File: config.mk
export PLATFORM = sky130hd
export DESIGN_NAME = ball_collision
export DESIGN_NICKNAME = d
export VERILOG_FILES = /design/src/rtl/ball_collision.sv
export SDC_FILE = /design/constraint.sdc
export NUM_CORES = 1
export LEC_CHECK = 0
export BUFFER_PORTS_ARGS = -buffer_cell sky130_fd_sc_hd__buf_2
export CAP_MARGIN = 20
export CORE_AREA = 2 2 86 130
export DETAILED_ROUTE_END_ITERATION = 8
export DIE_AREA = 0 0 88 132
export HOLD_SLACK_MARGIN = 0.06
export PLACE_DENSITY_LB_ADDON = 0.12
export SLEW_MARGIN = 5
export SYNTH_ARGS = -nofsm -noshare
export SYNTH_HDL_FRONTEND = slang
export SYNTH_SLANG_ARGS = --single-unit
File: constraint.sdc
create_clock -name clock -period 5.2 [get_ports clock]
set_input_delay 1.04 -clock clock [delete_from_list [all_inputs] [get_ports clock]]
set_output_delay 1.04 -clock clock [all_outputs]
set_load 0.03 [all_outputs]
File: src/rtl/ball_collision.sv
// Breakout collision probe engine: sweeps 7 points around the ball's next position, owns the brick bitmap.
// Latency: start at edge 0, done after edge 8; start while busy is dropped, not queued.
module ball_collision #(
    parameter int SCREEN_W = 160,
    parameter int SCREEN_H = 120,
    parameter int PADDLE_Y = 112,
    parameter int PADDLE_W = 16,
    parameter int BRICK_Y0 = 16,
    parameter int BRICK_W  = 16,
    parameter int BRICK_H  = 4,
    parameter int ROWS     = 4,
    parameter int COLS     = 10
) (
    input  logic                              clock,
    input  logic                              resetn,
    input  logic                              start,
    input  logic                              new_game,
    input  logic [7:0]                        ball_x,
    input  logic [6:0]                        ball_y,
    input  logic                              h_q,
    input  logic                              v_q,
    input  logic [7:0]                        paddle_x,
    output logic                              busy,
    output logic                              done,
    output logic [1:0]                        h_col_count,
    output logic [1:0]                        v_col_count,
    output logic [1:0]                        d_col_count,
    output logic                              paddle_collision,
    output logic                              ball_lost,
    output logic                              brick_hit,
    output logic [$clog2(ROWS)-1:0]           brick_row,
    output logic [$clog2(COLS)-1:0]           brick_col,
    output logic [$clog2(ROWS*COLS+1)-1:0]    bricks_left
);
    localparam int NB  = ROWS * COLS;
    localparam int RW  = $clog2(ROWS);
    localparam int CW  = $clog2(COLS);
    localparam int LW  = $clog2(NB + 1);
    localparam int BIW = $clog2(NB);
    localparam int BWL = $clog2(BRICK_W);
    localparam int BHL = $clog2(BRICK_H);
    localparam logic signed [8:0] SW_S = 9'(SCREEN_W);
    localparam logic signed [7:0] SH_S = 8'(SCREEN_H);

    typedef enum logic [1:0] {S_IDLE, S_PROBE, S_DONE} state_t;

    state_t            state_q, state_d;
    logic [2:0]        idx_q, idx_d;
    logic [1:0]        acc_h_q, acc_h_d, acc_v_q, acc_v_d, acc_d_q, acc_d_d;
    logic              acc_pad_q, acc_pad_d, acc_lost_q, acc_lost_d;
    logic              lat_vld_q, lat_vld_d;
    logic [RW-1:0]     lat_row_q, lat_row_d;
    logic [CW-1:0]     lat_col_q, lat_col_d;
    logic [BIW-1:0]    lat_idx_q, lat_idx_d;
    logic [1:0]        h_cnt_q, h_cnt_d, v_cnt_q, v_cnt_d, d_cnt_q, d_cnt_d;
    logic              pad_q, pad_d, lost_q, lost_d;
    logic              done_q, done_d, bhit_q, bhit_d;
    logic [RW-1:0]     brow_q, brow_d;
    logic [CW-1:0]     bcol_q, bcol_d;
    logic [LW-1:0]     left_q, left_d;
    logic [NB-1:0]     alive_q, alive_d;

    logic signed [8:0] bx_s, xh, px;
    logic signed [7:0] by_s, yv, py;
    logic [7:0]        x_u, col_full;
    logic [6:0]        y_u, dy, row_full;
    logic [BIW-1:0]    bidx;
    logic              wall, lost, on_pad, on_brick, hit;

    function automatic logic [1:0] sat_inc(input logic [1:0] c);
        return (c == 2'd3) ? c : c + 2'd1;
    endfunction

    // Probe point for the current index: 0..2 horizontal edge, 3..5 vertical edge, 6 diagonal.
    always_comb begin
        bx_s = $signed({1'b0, ball_x});
        by_s = $signed({1'b0, ball_y});
        xh   = h_q ? bx_s + 9'sd3 : bx_s - 9'sd1;
        yv   = v_q ? by_s + 8'sd3 : by_s - 8'sd1;
        px   = xh;
        py   = yv;
        if (idx_q < 3'd3) begin
            py = by_s + $signed({5'd0, idx_q});
        end else if (idx_q < 3'd6) begin
            px = bx_s + $signed({6'd0, idx_q - 3'd3});
        end
    end

    always_comb begin
        x_u      = px[7:0];
        y_u      = py[6:0];
        wall     = (px < 9'sd0) || (px >= SW_S) || (py < 8'sd0);
        lost     = !wall && (py >= SH_S);
        on_pad   = !wall && !lost
                   && (y_u >= 7'(PADDLE_Y)) && (y_u <= 7'(PADDLE_Y + 1))
                   && ({2'b00, x_u} >= {2'b00, paddle_x})
                   && ({2'b00, x_u} <= {2'b00, paddle_x} + 10'(PADDLE_W - 1));
        dy       = y_u - 7'(BRICK_Y0);
        row_full = dy >> BHL;
        col_full = x_u >> BWL;
        bidx     = BIW'(row_full * COLS + col_full);
        on_brick = !wall && !lost && !on_pad
                   && (y_u >= 7'(BRICK_Y0)) && (y_u <= 7'(BRICK_Y0 + ROWS * BRICK_H - 1))
                   && (col_full < 8'(COLS)) && alive_q[bidx];
        hit      = wall || on_pad || on_brick;
    end

    always_comb begin
        state_d    = state_q;
        idx_d      = idx_q;
        acc_h_d    = acc_h_q;
        acc_v_d    = acc_v_q;
        acc_d_d    = acc_d_q;
        acc_pad_d  = acc_pad_q;
        acc_lost_d = acc_lost_q;
        lat_vld_d  = lat_vld_q;
        lat_row_d  = lat_row_q;
        lat_col_d  = lat_col_q;
        lat_idx_d  = lat_idx_q;
        h_cnt_d    = h_cnt_q;
        v_cnt_d    = v_cnt_q;
        d_cnt_d    = d_cnt_q;
        pad_d      = pad_q;
        lost_d     = lost_q;
        done_d     = 1'b0;
        bhit_d     = 1'b0;
        brow_d     = brow_q;
        bcol_d     = bcol_q;
        left_d     = left_q;
        alive_d    = alive_q;
        case (state_q)
            S_IDLE: begin
                if (new_game) begin
                    alive_d = '1;
                    left_d  = LW'(NB);
                end
                if (start) begin
                    state_d    = S_PROBE;
                    idx_d      = 3'd0;
                    acc_h_d    = 2'd0;
                    acc_v_d    = 2'd0;
                    acc_d_d    = 2'd0;
                    acc_pad_d  = 1'b0;
                    acc_lost_d = 1'b0;
                    lat_vld_d  = 1'b0;
                end
            end
            S_PROBE: begin
                if (hit) begin
                    if (idx_q < 3'd3)      acc_h_d = sat_inc(acc_h_q);
                    else if (idx_q < 3'd6) acc_v_d = sat_inc(acc_v_q);
                    else                   acc_d_d = sat_inc(acc_d_q);
                end
                if (on_pad) acc_pad_d = 1'b1;
                if (lost && idx_q >= 3'd3 && idx_q < 3'd6) acc_lost_d = 1'b1;
                // Only the first brick in probe order is cleared; later ones still count.
                if (on_brick && !lat_vld_q) begin
                    lat_vld_d = 1'b1;
                    lat_row_d = RW'(row_full);
                    lat_col_d = CW'(col_full);
                    lat_idx_d = bidx;
                end
                if (idx_q == 3'd6) state_d = S_DONE;
                else               idx_d   = idx_q + 3'd1;
            end
            S_DONE: begin
                h_cnt_d = acc_h_q;
                v_cnt_d = acc_v_q;
                d_cnt_d = acc_d_q;
                pad_d   = acc_pad_q;
                lost_d  = acc_lost_q;
                done_d  = 1'b1;
                if (lat_vld_q) begin
                    alive_d[lat_idx_q] = 1'b0;
                    left_d             = left_q - LW'(1);
                    bhit_d             = 1'b1;
                    brow_d             = lat_row_q;
                    bcol_d             = lat_col_q;
                end
                state_d = S_IDLE;
            end
            default: state_d = S_IDLE;
        endcase
    end

    always_ff @(posedge clock or negedge resetn) begin
        if (!resetn) begin
            state_q    <= S_IDLE;
            idx_q      <= '0;
            acc_h_q    <= '0;
            acc_v_q    <= '0;
            acc_d_q    <= '0;
            acc_pad_q  <= 1'b0;
            acc_lost_q <= 1'b0;
            lat_vld_q  <= 1'b0;
            lat_row_q  <= '0;
            lat_col_q  <= '0;
            lat_idx_q  <= '0;
            h_cnt_q    <= '0;
            v_cnt_q    <= '0;
            d_cnt_q    <= '0;
            pad_q      <= 1'b0;
            lost_q     <= 1'b0;
            done_q     <= 1'b0;
            bhit_q     <= 1'b0;
            brow_q     <= '0;
            bcol_q     <= '0;
            left_q     <= LW'(NB);
            alive_q    <= '1;
        end else begin
            state_q    <= state_d;
            idx_q      <= idx_d;
            acc_h_q    <= acc_h_d;
            acc_v_q    <= acc_v_d;
            acc_d_q    <= acc_d_d;
            acc_pad_q  <= acc_pad_d;
            acc_lost_q <= acc_lost_d;
            lat_vld_q  <= lat_vld_d;
            lat_row_q  <= lat_row_d;
            lat_col_q  <= lat_col_d;
            lat_idx_q  <= lat_idx_d;
            h_cnt_q    <= h_cnt_d;
            v_cnt_q    <= v_cnt_d;
            d_cnt_q    <= d_cnt_d;
            pad_q      <= pad_d;
            lost_q     <= lost_d;
            done_q     <= done_d;
            bhit_q     <= bhit_d;
            brow_q     <= brow_d;
            bcol_q     <= bcol_d;
            left_q     <= left_d;
            alive_q    <= alive_d;
        end
    end

    assign busy             = (state_q != S_IDLE);
    assign done             = done_q;
    assign h_col_count      = h_cnt_q;
    assign v_col_count      = v_cnt_q;
    assign d_col_count      = d_cnt_q;
    assign paddle_collision = pad_q;
    assign ball_lost        = lost_q;
    assign brick_hit        = bhit_q;
    assign brick_row        = brow_q;
    assign brick_col        = bcol_q;
    assign bricks_left      = left_q;
endmodule

# [Yosys cells after proc, flatten, opt, wreduce, memory -nomap -nowiden]
# Cells that the tools add are included.
[op_classes] addsub=15 mul=1 n_lt_le_gt_ge=17 n_eq_ne=22 muxes=46 bitwise=2 n_reduce_logical=38
[ops] op="$mux 40" count=2
[ops] op="$pmux 40 s2" count=1
[ops] op="$and 40x40->40" count=1
[ops] op="$not 40->40" count=1
[ops] op="$ne 2x2->1 const B" count=16
[ops] op="$mux 2" count=14
[ops] op="$mux 9" count=3
[ops] op="$mux 8" count=2
[ops] op="$pmux 2 s2" count=4
[ops] op="$logic_and 1x1->1" count=15
[ops] op="$reduce_and 3->1" count=5
[ops] op="$lt 6x7->1 const B" count=2
[ops] op="$mux 6" count=2
[ops] op="$pmux 6 s2" count=1
[ops] op="$reduce_and 6->1" count=2
[ops] op="$add 8x2->9 const B" count=1
[ops] op="$add 8x3->9" count=1
[ops] op="$add 8x4->9 const B" count=1
[ops] op="$ge 9x9->1 const B" count=1
[ops] op="$le 8x9->1" count=1
[ops] op="$lt 9x1->1 const B" count=1
[ops] op="$mux 1" count=9
[ops] op="$sub 8x1->9 const B" count=1
[ops] op="$add 7x2->8 const B" count=1
[ops] op="other kinds (35)" count=53
[totals] ff_bits=88 input_bits=29 output_inout_bits=23 word_cells=163

# [Depth between registers and ports, before layout]
# Gate-level depths: netlist (run 1).
[depth] depth_word=24 ltp_mapped=26 ltp_nobuf=23

# [Least setup slack after synthesis (run 1)]
# No wires, ideal clock.
[synth_path] kind="input to register" from="input port v_q" to="register lat_col_q[1]" setup_ps=125 t_arrival_ps=5415 required_ps=5075 path_slack_ps=-340 cell_stages=18 n_path_buf=1 path_cell_list="nor2_2 > ha_1 > a21o_1 > or4_4 > o21ai_4 > xor2_4 > ha_1 > inv_1 > ha_1 > ha_1 > xnor2_1 > nand2_1 > a311oi_1 > or4b_1 > a311oi_2 > or3_1 > buf_6 > mux2_4"
[synth_via] elab_chain_cells=20 word_cells_on_any_way=30 cone_classes="add/sub: 2; mul: 1; order compare: 6; mux: 4; reduce/logical: 17"
[synth_lines] element="start: declaration" line="21" rtl="input logic v_q,"
[synth_lines] element="$mux 8 *" line="79" rtl="yv = v_q ? by_s + 8'sd3 : by_s - 8'sd1;"
[synth_lines] element="$mux 8 *" line="82" rtl="if (idx_q < 3'd3) begin"
[synth_lines] element="branches (longest 15 deep; another with $sub 7x5->7)"
[synth_lines] element="$logic_and 1x1->1 *" line="104" rtl="&& (col_full < 8'(COLS)) && alive_q[bidx];"
[synth_lines] element="$logic_and 1x1->1 *" line="157" rtl="if (on_brick && !lat_vld_q) begin"
[synth_lines] element="$reduce_and 2->1 (no line) *"
[synth_lines] element="end signal: assignment" line="220" rtl="lat_col_q <= lat_col_d;"
[synth_lines] element="end: declaration" line="53" rtl="logic [CW-1:0] lat_col_q, lat_col_d;"
# Mark *: on every way between the ends. The select of a mux whose other input is x is not followed.
# A chain may end at the register's enable or synchronous reset.

# [Final worst setup path (run 1)]
[layout_path] from="input port ball_y[0]" to="register acc_v_q[1]"
[layout_via] elab_chain_cells=22 word_cells_on_any_way=35 cone_classes="add/sub: 5; mul: 1; order compare: 6; eq/ne: 1; mux: 4; reduce/logical: 18"
[layout_lines] element="start: declaration" line="19" rtl="input logic [6:0] ball_y,"
[layout_lines] element="$sub 7x1->8 or $add 7x2->8 (tied branches)" line="79"
[layout_lines] element="$mux 8" line="79"
[layout_lines] element="$mux 8 *" line="82"
[layout_lines] element="branches (longest 16 deep; another with $sub 7x5->7)"
[layout_lines] element="$logic_or 1x1->1 *" line="105" rtl="hit = wall || on_pad || on_brick;"
[layout_lines] element="$ne 2x2->1 (no line) *"
[layout_lines] element="$reduce_and 6->1 (no line) *"
[layout_lines] element="end signal: assignment" line="214" rtl="acc_v_q <= acc_v_d;"
[layout_lines] element="end: declaration" line="49" rtl="logic [1:0] acc_h_q, acc_h_d, acc_v_q, acc_v_d, acc_d_q, acc_d_d;"
# Marked as above.

==> impl_metrics.tcl, run 1 <==
set metrics [dict create \
    syn_area_um2 5680 \
    pre_cts_ws_ns -0.146 \
    power_density_nw_per_um2 754 \
    start_kind "input pin" \
    place_area_um2 6410 \
    rr_endpoint "acc_v_q[1]" \
    swShare_pct 43.8 \
    htree_levels 3 \
    r2r_slack_ns 0.27 \
    period_minus_slack_ns 5.00 \
    clk_latency_ns 0.34 \
    synth_xor_area_share_pct 6.17 \
    p_switching_uw 2230 \
    clockPowerShare_pct 12.7 \
    cp_slowest_stage_delay_ns 0.50 \
    grt_overflow 0 \
    crit_arrival_ns 5.23 \
    fin_ws_ns 0.196 \
    die_x_um 88 \
    cts_tree "done" \
    setup_viol 0 \
    first_pass_iters 5 \
    nNetsFinal 766 \
    synth.distinct_cells 67 \
    max_freq_ghz 0.200 \
    crit_top_cell "ha_4" \
    drtAntennaViolNets 0 \
    port_buffers 51 \
    io_pins 52 \
    ir_drop_v 0.000431 \
    cp_top_family "adder cells" \
    finalPower_uw 5090 \
    synth_mux_area_share_pct 7.62 \
    post-dp-hpwl_um 10100 \
    critPathLaunch "ball_y[0]" \
    seq_area_um2 2230 \
    r2r_start "idx_q[1]" \
    wl_per_cell_um 15.8 \
    ys_seq_area_share_pct 39.2 \
    crit_buf_inv 3 \
    drc_errors 0 \
    grt_max_degree 70 \
    synth_seq_cells 87 \
    gp_congestion 0.848 \
    yosysWarnings 0 \
    hold_start "alive_q[32]" \
    fin_skew_ns 0.0104 \
    hold_path_end "alive_q[32]" \
    hp-class "reg -> reg" \
    synth_fa_ha_area_share_pct 11.6 \
    synth_top_family_by_area "simple AND/OR/NAND/NOR gates" \
    worst_slew_margin_rel_pct 41.0 \
    leakagePower_uw 0.00311 \
    area_growth_pct 19.0 \
    cp.depth 20 \
    dieArea_um2 11600 \
    die_h_um 132 \
    layout_commonest_cell "nand2_1" \
    worst_pin_slew_ns 0.882 \
    grt_pass1_vias 4707 \
    setup.worst_path.end_class "register" \
    clockBufferDepth 2 \
    start_util_pct 54.5 \
    status "completed" \
    ys.flop_type "dfrtp_1" \
    fin_area_um2 6760 \
    internal_power_uw 2860 \
    cts-root-buf "clkbuf_16" \
    path_cells "buf_2 -> ha_2 -> fa_2 -> a21o_1 -> or4_4 -> o21ai_4 -> xor2_4 -> ha_1 -> inv_2 -> ha_4 -> ha_4 -> xnor2_4 -> nand2_1 -> a311oi_1 -> or4b_4 -> a311oi_4 -> buf_4 -> o21ai_2 -> and2_4 -> a32o_1" \
    place_inst 818 \
    synth_cells 602 \
    clk_pin_slew_ns 0.06 \
    syn_area_per_cell_um2 9.44 \
    worstSetupPathType "in -> reg" \
    hold_viol 0 \
    synth-async-reset-ratio_pct 100 \
    drive_above_1_share_pct 28.8 \
    synth_compound_area_share_pct 15.7 \
    final_cell_mix "98 x nand2_1, 54 x o21ai_0, 50 x buf_2, 43 x dfrtp_1" \
    multi_input_area_um2 3360 \
    power_frac_seq_pct 18.0 \
    core_um2 10400 \
    synthSimpleGateAreaFrac_pct 15.7 \
    crit_fanout 3 \
    grt_pass1_wl_um 21900 \
    syn_nets 682 \
    cap_violations 0 \
    diodes 0 \
    fill_cells 839 \
    cts_hold_buf 0 \
    vias 4641 \
    p_comb_share_pct 69.2 \
    reg2reg_depth 21 \
    antenna_found_initial 0 \
    cp_data_required_time_ns 5.43 \
    crit_slowest_cell "or4b_4" \
    period_share_pct 96.2 \
    drt_iter0_drc 226 \
    final_max_slew_viol_count 0 \
    cts-buffers-inserted 9 \
    hold_depth 2 \
    synth_edf_count 0 \
    fin_cells 835 \
    viasPerCell 5.56 \
    cts.sinks 87 \
    std_cell_rows 46 \
    grtUsageTotal_pct 23.7 \
    routed_wl_um 13200 \
]
-- worst max-delay path by stage --
stage / to / slack [ns]
2_1_floorplan: lat_col_q[1] / 0.002
3_3_place_gp: lat_col_q[3] / -0.05
3_5_place_dp: acc_h_q[0] / -0.15
4_1_cts: lat_idx_q[3] / 0.17
5_1_grt: acc_v_q[1] / -0.01
6_report: acc_v_q[1] / 0.20
-- worst min-delay path, stage by stage, from the launching register on --
cell and delay (ns):
dfstp_2 0.37, o31ai_1 0.05, nand2_1 0.05
-- flip-flops by register name (all words and copies together) (netlist names), 2 cells and up --
signal / flops
bricks_left: 6
alive_q: 40
v_col_count: 2
acc_d_q: 2
d_col_count: 2
acc_h_q: 2
state_q: 2
lat_idx_q: 5
idx_q: 3
brick_col: 4
brick_row: 2
h_col_count: 2
acc_v_q: 2
lat_col_q: 4
lat_row_q: 2
-- power groups by stage --
stage	clock network (uW)	logic, uW	registers (uW)
finish	649	3530	918
global route	689	3870	934
CTS	656	3420	910
detailed placement	0	3400	919
global placement	0	3350	915
floorplan	0	2300	935
-- metal layers --
metal	track usage, %	part of all wire (%)	up-vias
li1	-	-	2295
met1	27.8	41	2221
met2	42.4	54	98
met3	3.51	3.0	27
met4	9.06	2.3	0
met5	0	0	-
-- cell families after synthesis --
group | Yosys count
AND/OR/NAND/NOR | 195
AO/OA/AOI/OAI | 144
flip-flops | 87
buffers and inverters | 52
adder cells (fa/ha/maj) | 51
XOR/XNOR | 37
multiplexers | 36
-- layout make-up --
| type | count | area share (%) |
|---|---|---|
| clock buffer | 10 | 3.39 |
| clock inverter | 6 | 1.04 |
| inverter | 35 | 2.00 |
| multi-input combinational | 463 | 49.7 |
| sequential | 87 | 33.0 |
| tap | 144 | 2.67 |
| timing repair buffer | 90 | 8.20 |
-- synthesized netlist by cell type (2+ instances only) --
cell,instances,area [um2]
a211oi_1,4,30.0
a21boi_0,2,15.0
a21o_1,8,60.1
a21oi_1,32,160
a311oi_1,2,17.5
a31oi_1,3,18.8
a32o_1,2,20.0
and2b_1,2,15.0
and3_1,5,31.3
buf_6,3,33.8
clkbuf_1,11,41.3
dfrtp_1,45,1130
dfstp_2,42,1100
fa_1,3,60.1
ha_1,48,601
inv_1,34,128
mux2_2,14,158
mux2_4,6,90.1
mux2i_1,14,140
mux4_2,2,45.0
nand2_1,98,368
nand2b_1,2,12.5
nand3_1,17,85.1
nand3b_1,3,22.5
nand4_1,4,25.0
nor2_1,31,116
nor2b_1,6,37.5
nor3_1,12,60.1
nor3b_1,3,22.5
nor4_1,2,12.5
o21a_1,3,22.5
o21ai_0,55,275
o21ai_1,6,30.0
o21ai_4,2,32.5
o221ai_1,3,26.3
o22ai_1,4,25.0
o31ai_1,5,37.5
or2_2,2,12.5
xnor2_1,24,210
xor2_1,11,96.3
-- through the flow --
step                setup TNS (ns)  utilization, %  hold slack [ns]
floorplan                        0               -            0.449
global placement            -0.503            61.5            0.460
detailed placement           -2.19            61.5            0.467
CTS                              0            64.4            0.475
global route              -0.00957            64.9            0.497
finish                           0            64.9            0.472
-- what timing repair did --
| action | CTS | global route |
|---|---|---|
| setup endpoints to repair | 0 | 18 |
| buffers inserted | 0 | 1 |
| gates resized for setup | 0 | 11 |
No activity file was read; power rests on OpenSTA's default activity.
==> run 2: changes to the inputs <==
--- a/config.mk
+++ b/config.mk
@@ -11,7 +11,8 @@
 export DETAILED_ROUTE_END_ITERATION = 8
 export DIE_AREA = 0 0 88 132
 export HOLD_SLACK_MARGIN = 0.06
-export PLACE_DENSITY_LB_ADDON = 0.12
+export PLACE_DENSITY = 0.77
+export RECOVER_POWER = 100
 export SLEW_MARGIN = 5
 export SYNTH_ARGS = -nofsm -noshare
 export SYNTH_HDL_FRONTEND = slang
==> impl_metrics.tcl, run 2 (synthesized netlist as in run 1, its figures left out) <==
set metrics [dict create \
    multi_input_area_um2 3410 \
    cap_violations 1 \
    hold_depth 2 \
    setup_viol 0 \
    grt_overflow 0 \
    cts.sinks 87 \
    routed_wl_um 14400 \
    crit_fanout 5 \
    worst_pin_slew_ns 3.24 \
    first_pass_iters 5 \
    grtUsageTotal_pct 25.5 \
    io_pins 52 \
    htree_levels 3 \
    leakagePower_uw 0.00304 \
    failed_checks "max-capacitance violations, max-slew violations" \
    drc_errors 0 \
    grt_max_degree 63 \
    area_growth_pct 19.7 \
    crit_arrival_ns 5.31 \
    cts_tree "done" \
    fin_skew_ns 0.0137 \
    largest_reg_flops 40 \
    place_area_um2 6400 \
    rr_endpoint "lat_row_q[0]" \
    core_um2 10400 \
    fin_ws_ns 0.130 \
    setup_tns_ns 0 \
    regMostFlops "alive_q" \
    port_buffers 51 \
    r2r_start "idx_q[1]" \
    worstSetupPathType "in -> reg" \
    r2r_slack_ns 0.23 \
    period_share_pct 97.5 \
    viasPerCell 5.81 \
    holdWs_ns 0.478 \
    hold_viol 0 \
    std_cell_rows 46 \
    vias 4867 \
    wl_per_cell_um 17.2 \
    max_freq_ghz 0.197 \
    fill_cells 849 \
    cts-buffers-inserted 9 \
    die_h_um 132 \
    hold_path_end "alive_q[3]" \
    drive_above_1_share_pct 26.4 \
    drt_iter0_drc 356 \
    clk_pin_slew_ns 0.07 \
    drtAntennaViolNets 0 \
    antenna_found_initial 0 \
    ir_drop_v 0.000499 \
    diodes 0 \
    fin_cells 837 \
    nNetsFinal 768 \
    pre_cts_ws_ns -0.199 \
    reg2reg_depth 19 \
    grt_pass1_vias 4859 \
    die_x_um 88 \
    status "finished, violations left" \
    hold_start "alive_q[3]" \
    final_cell_mix "98 x nand2_1, 55 x o21ai_0, 43 x dfrtp_1, 42 x dfstp_2, 41 x ha_1" \
    start_kind "input pin" \
    power_density_nw_per_um2 777 \
    worst_slew_margin_rel_pct -116 \
    start_util_pct 54.5 \
    place_inst 817 \
    period_minus_slack_ns 5.07 \
    cp_data_required_time_ns 5.44 \
    final_max_slew_viol_count 63 \
    fin_area_um2 6800 \
    clockBufferDepth 2 \
    hp-class "reg -> reg" \
    gp_congestion 0.902 \
    dieArea_um2 11600 \
    post-dp-hpwl_um 11000 \
    seq_area_um2 2230 \
    layout_commonest_cell "nand2_1" \
    cts-root-buf "clkbuf_16" \
    setup.worst_path.end_class "register" \
    clk_latency_ns 0.35 \
    grt_pass1_wl_um 23500 \
]
run 2: stage by stage:
stage / power (uW) / util (%)
CTS: 5000 / 64.4
finish: 5280 / 65.3
global placement: 4220 / 61.5
floorplan: 3240 / -
global route: 5620 / 65.3
detailed placement: 4330 / 61.5
run 2: final cells by class:
type / count / share of cell area, %
clock buffer: 9 / 3.31
multi-input combinational: 463 / 50.2
sequential: 87 / 32.8
timing repair buffer: 92 / 7.89
inverter: 35 / 1.99
tap: 144 / 2.65
clock inverter: 7 / 1.18
run 2: how the worst max path moves through the flow:
stage,startpoint,endpoint,slack (ns),depth (start not counted)
global placement,ball_y[0],lat_col_q[3],-0.1,20
detailed placement,ball_y[0],acc_v_q[1],-0.20,23
floorplan,ball_y[0],lat_col_q[1],0.002,18
CTS,ball_y[0],lat_idx_q[3],0.15,21
global route,ball_y[0],lat_row_q[0],-0.06,20
finish,ball_y[0],lat_row_q[0],0.13,20
run 2: critical path, stage by stage:
cell and delay [ns]:
buf_2 0.10, ha_2 0.19, fa_2 0.34, a21o_1 0.20
or4_4 0.43, o21ai_4 0.10, xor2_4 0.23, inv_1 0.12
ha_4 0.29, ha_4 0.21, nor2b_1 0.13, o21ai_0 0.25
xnor2_1 0.16, xor2_2 0.20, buf_4 0.14, xnor2_1 0.24
a311oi_4 0.07, or3_4 0.41, buf_4 0.17, mux2_4 0.30
run 2: per-layer routing:
layer  wire [um]  vias to the layer above  share of wire, %  global-route usage, %
met5           0                        -                 0                      0
met4         676                        0               4.7                   12.0
met3         578                       45               4.0                   3.13
met2        7680                      170                53                   45.1
met1        5450                     2360                38                   29.8
li1            -                     2292                 -                      -
run 2: where the power goes:
group          leakage [uW]  total [uW]  switching (uW)  internal (uW)
Sequential          0.00104         925             132            793
Combinational       0.00186        3720            1980           1740
Clock              0.000145         636             296            340
Total               0.00304        5280            2410           2870
run 2: what timing repair did:
| action | CTS | global route |
|---|---|---|
| setup endpoints to repair | 0 | 16 |
| hold buffers | 0 | 0 |
| setup buffers | 0 | 4 |
| resized for setup | 0 | 19 |
==> run 3: changes to the inputs <==
--- a/config.mk
+++ b/config.mk
@@ -7,11 +7,13 @@
 export LEC_CHECK = 0
 export BUFFER_PORTS_ARGS = -buffer_cell sky130_fd_sc_hd__buf_2
 export CAP_MARGIN = 20
-export CORE_AREA = 2 2 86 130
+export CELL_PAD_IN_SITES_DETAIL_PLACEMENT = 0
+export CELL_PAD_IN_SITES_GLOBAL_PLACEMENT = 1
+export CORE_AREA = 2 2 98 148
 export DETAILED_ROUTE_END_ITERATION = 8
-export DIE_AREA = 0 0 88 132
+export DIE_AREA = 0 0 100 150
 export HOLD_SLACK_MARGIN = 0.06
-export PLACE_DENSITY = 0.77
+export PLACE_DENSITY_LB_ADDON = 0.1
 export RECOVER_POWER = 100
 export SLEW_MARGIN = 5
 export SYNTH_ARGS = -nofsm -noshare
==> impl_metrics.tcl, run 3 (synthesized netlist as in run 1, its figures left out) <==
set metrics [dict create \
    status "finished, violations left" \
    failed_checks "max-capacitance violations, max-slew violations" \
    io_pins 52 \
    cts_resized 0 \
    regMostFlops "alive_q" \
    leakagePower_uw 0.00307 \
    crit_fanout 3 \
    final_cell_mix "98 x nand2_1, 53 x o21ai_0, 44 x dfrtp_1, 44 x buf_4" \
    crit_arrival_ns 5.25 \
    cts_tree "done" \
    setup.worst_path.end_class "register" \
    clk_pin_slew_ns 0.07 \
    worst_pin_slew_ns 2.58 \
    viasPerCell 5.35 \
    htree_levels 3 \
    drtAntennaViolNets 0 \
    power_density_nw_per_um2 770 \
    cts_setup_buffers 0 \
    cp_data_required_time_ns 5.43 \
    fin_util_pct 49.6 \
    period_share_pct 96.6 \
    max_freq_ghz 0.199 \
    core_um2 13800 \
    cts-root-buf "clkbuf_16" \
    diodes 0 \
    port_buffers 51 \
    hp-class "reg -> reg" \
    start_kind "input pin" \
    cts_hold_buf 0 \
    grt_pass1_wl_um 23600 \
    layout_commonest_cell "nand2_1" \
    holdWs_ns 0.472 \
    vias 4614 \
    grt_max_degree 50 \
    nNetsFinal 773 \
    drt_iter0_drc 141 \
    grtUsageTotal_pct 20.1 \
    start_util_pct 41.2 \
    cts-buffers-inserted 9 \
    clk_latency_ns 0.34 \
    worst_slew_margin_rel_pct -72.3 \
    ir_drop_v 0.000484 \
    grt_use_met2_pct 37.9 \
    largest_reg_flops 40 \
    antenna_found_initial 0 \
    drc_errors 0 \
    die_h_um 150 \
    routed_wl_um 14300 \
    first_pass_iters 4 \
    cap_violations 1 \
    met3_usage_pct 2.57 \
    final_max_slew_viol_count 50 \
    dieArea_um2 15000 \
    grt_pass1_vias 4769 \
    clockBufferDepth 2 \
    worstSetupPathType "in -> reg" \
    setup_viol 0 \
    die_x_um 100 \
    gp_congestion 0.785 \
    std_cell_rows 53 \
    cts.sinks 87 \
    period_minus_slack_ns 5.02 \
    busiest_layer "met2" \
    drive_above_1_share_pct 26.4 \
    hold_viol 0 \
    fin_skew_ns 0.00915 \
    grt_overflow 0 \
    grt_util_met1_pct 23.6 \
    post-dp-hpwl_um 11200 \
    area_growth_pct 20.3 \
    wl_per_cell_um 16.5 \
]
==> run 3: layout make-up <==
type                            count  area, um2
Inverter                           35        131
Multi-Input combinational cell    463       3380
Clock inverter                      7       91.3
Timing Repair Buffer               97        571
Sequential cell                    87       2230
Tap cell                          165        206
Fill cell                        1341       6960
Clock buffer                        9        225
==> run 3: metal layers <==
metal  wire length, um  up-vias
met2              7760       66
met4               246        0
met3               298       16
met5                 0        -
li1                  -     2298
met1              5950     2234
==> run 3: worst paths after layout <==
kind	endpoint	slack (ns)	depth (start not counted)	start
setup / recovery	acc_v_q[1]	0.18	20	ball_y[0]
hold / removal	alive_q[33]	0.47	2	alive_q[33]
setup reg to reg	acc_v_q[1]	0.30	20	idx_q[1]
hold reg to reg	alive_q[33]	0.47	2	alive_q[33]
max in group asynchronous	idx_q[1]	1.56	2	resetn
min in group asynchronous	bricks_left[2]	1.52	1	resetn
==> run 3: worst max-delay path, cell delays in order <==
cell      delay (ns)
buf_2           0.10
ha_2            0.19
fa_2            0.38
a21o_1          0.17
or4_4           0.43
o21ai_4         0.10
xor2_4          0.18
ha_1            0.25
inv_1           0.09
ha_4            0.21
ha_4            0.29
xnor2_4         0.11
nand2_1         0.08
a311oi_2        0.16
or4b_4          0.50
a311oi_4        0.30
buf_4           0.17
o21ai_2         0.07
and2_4          0.17
a32o_1          0.24
==> run 3: power by group <==
part	internal, uW	switching (uW)	total (uW)
Combinational	1750	1920	3680
Sequential	792	114	906
Clock	383	293	677
==> run 3: metrics by stage <==
stage / instance area [um2] / setup TNS, ns / worst slack, ns / cells / power (uW)
2_1_floorplan: 5780 / 0 / 0.00208 / 602 / 3240
3_3_place_gp: 6500 / -1.08 / -0.0891 / 847 / 4370
3_5_place_dp: 6500 / -2.42 / -0.175 / 847 / 4440
4_1_cts: 6810 / 0 / 0.184 / 863 / 5150
5_1_grt: 6840 / -0.0259 / -0.0199 / 863 / 5740
6_report: 6840 / 0 / 0.176 / 863 / 5260
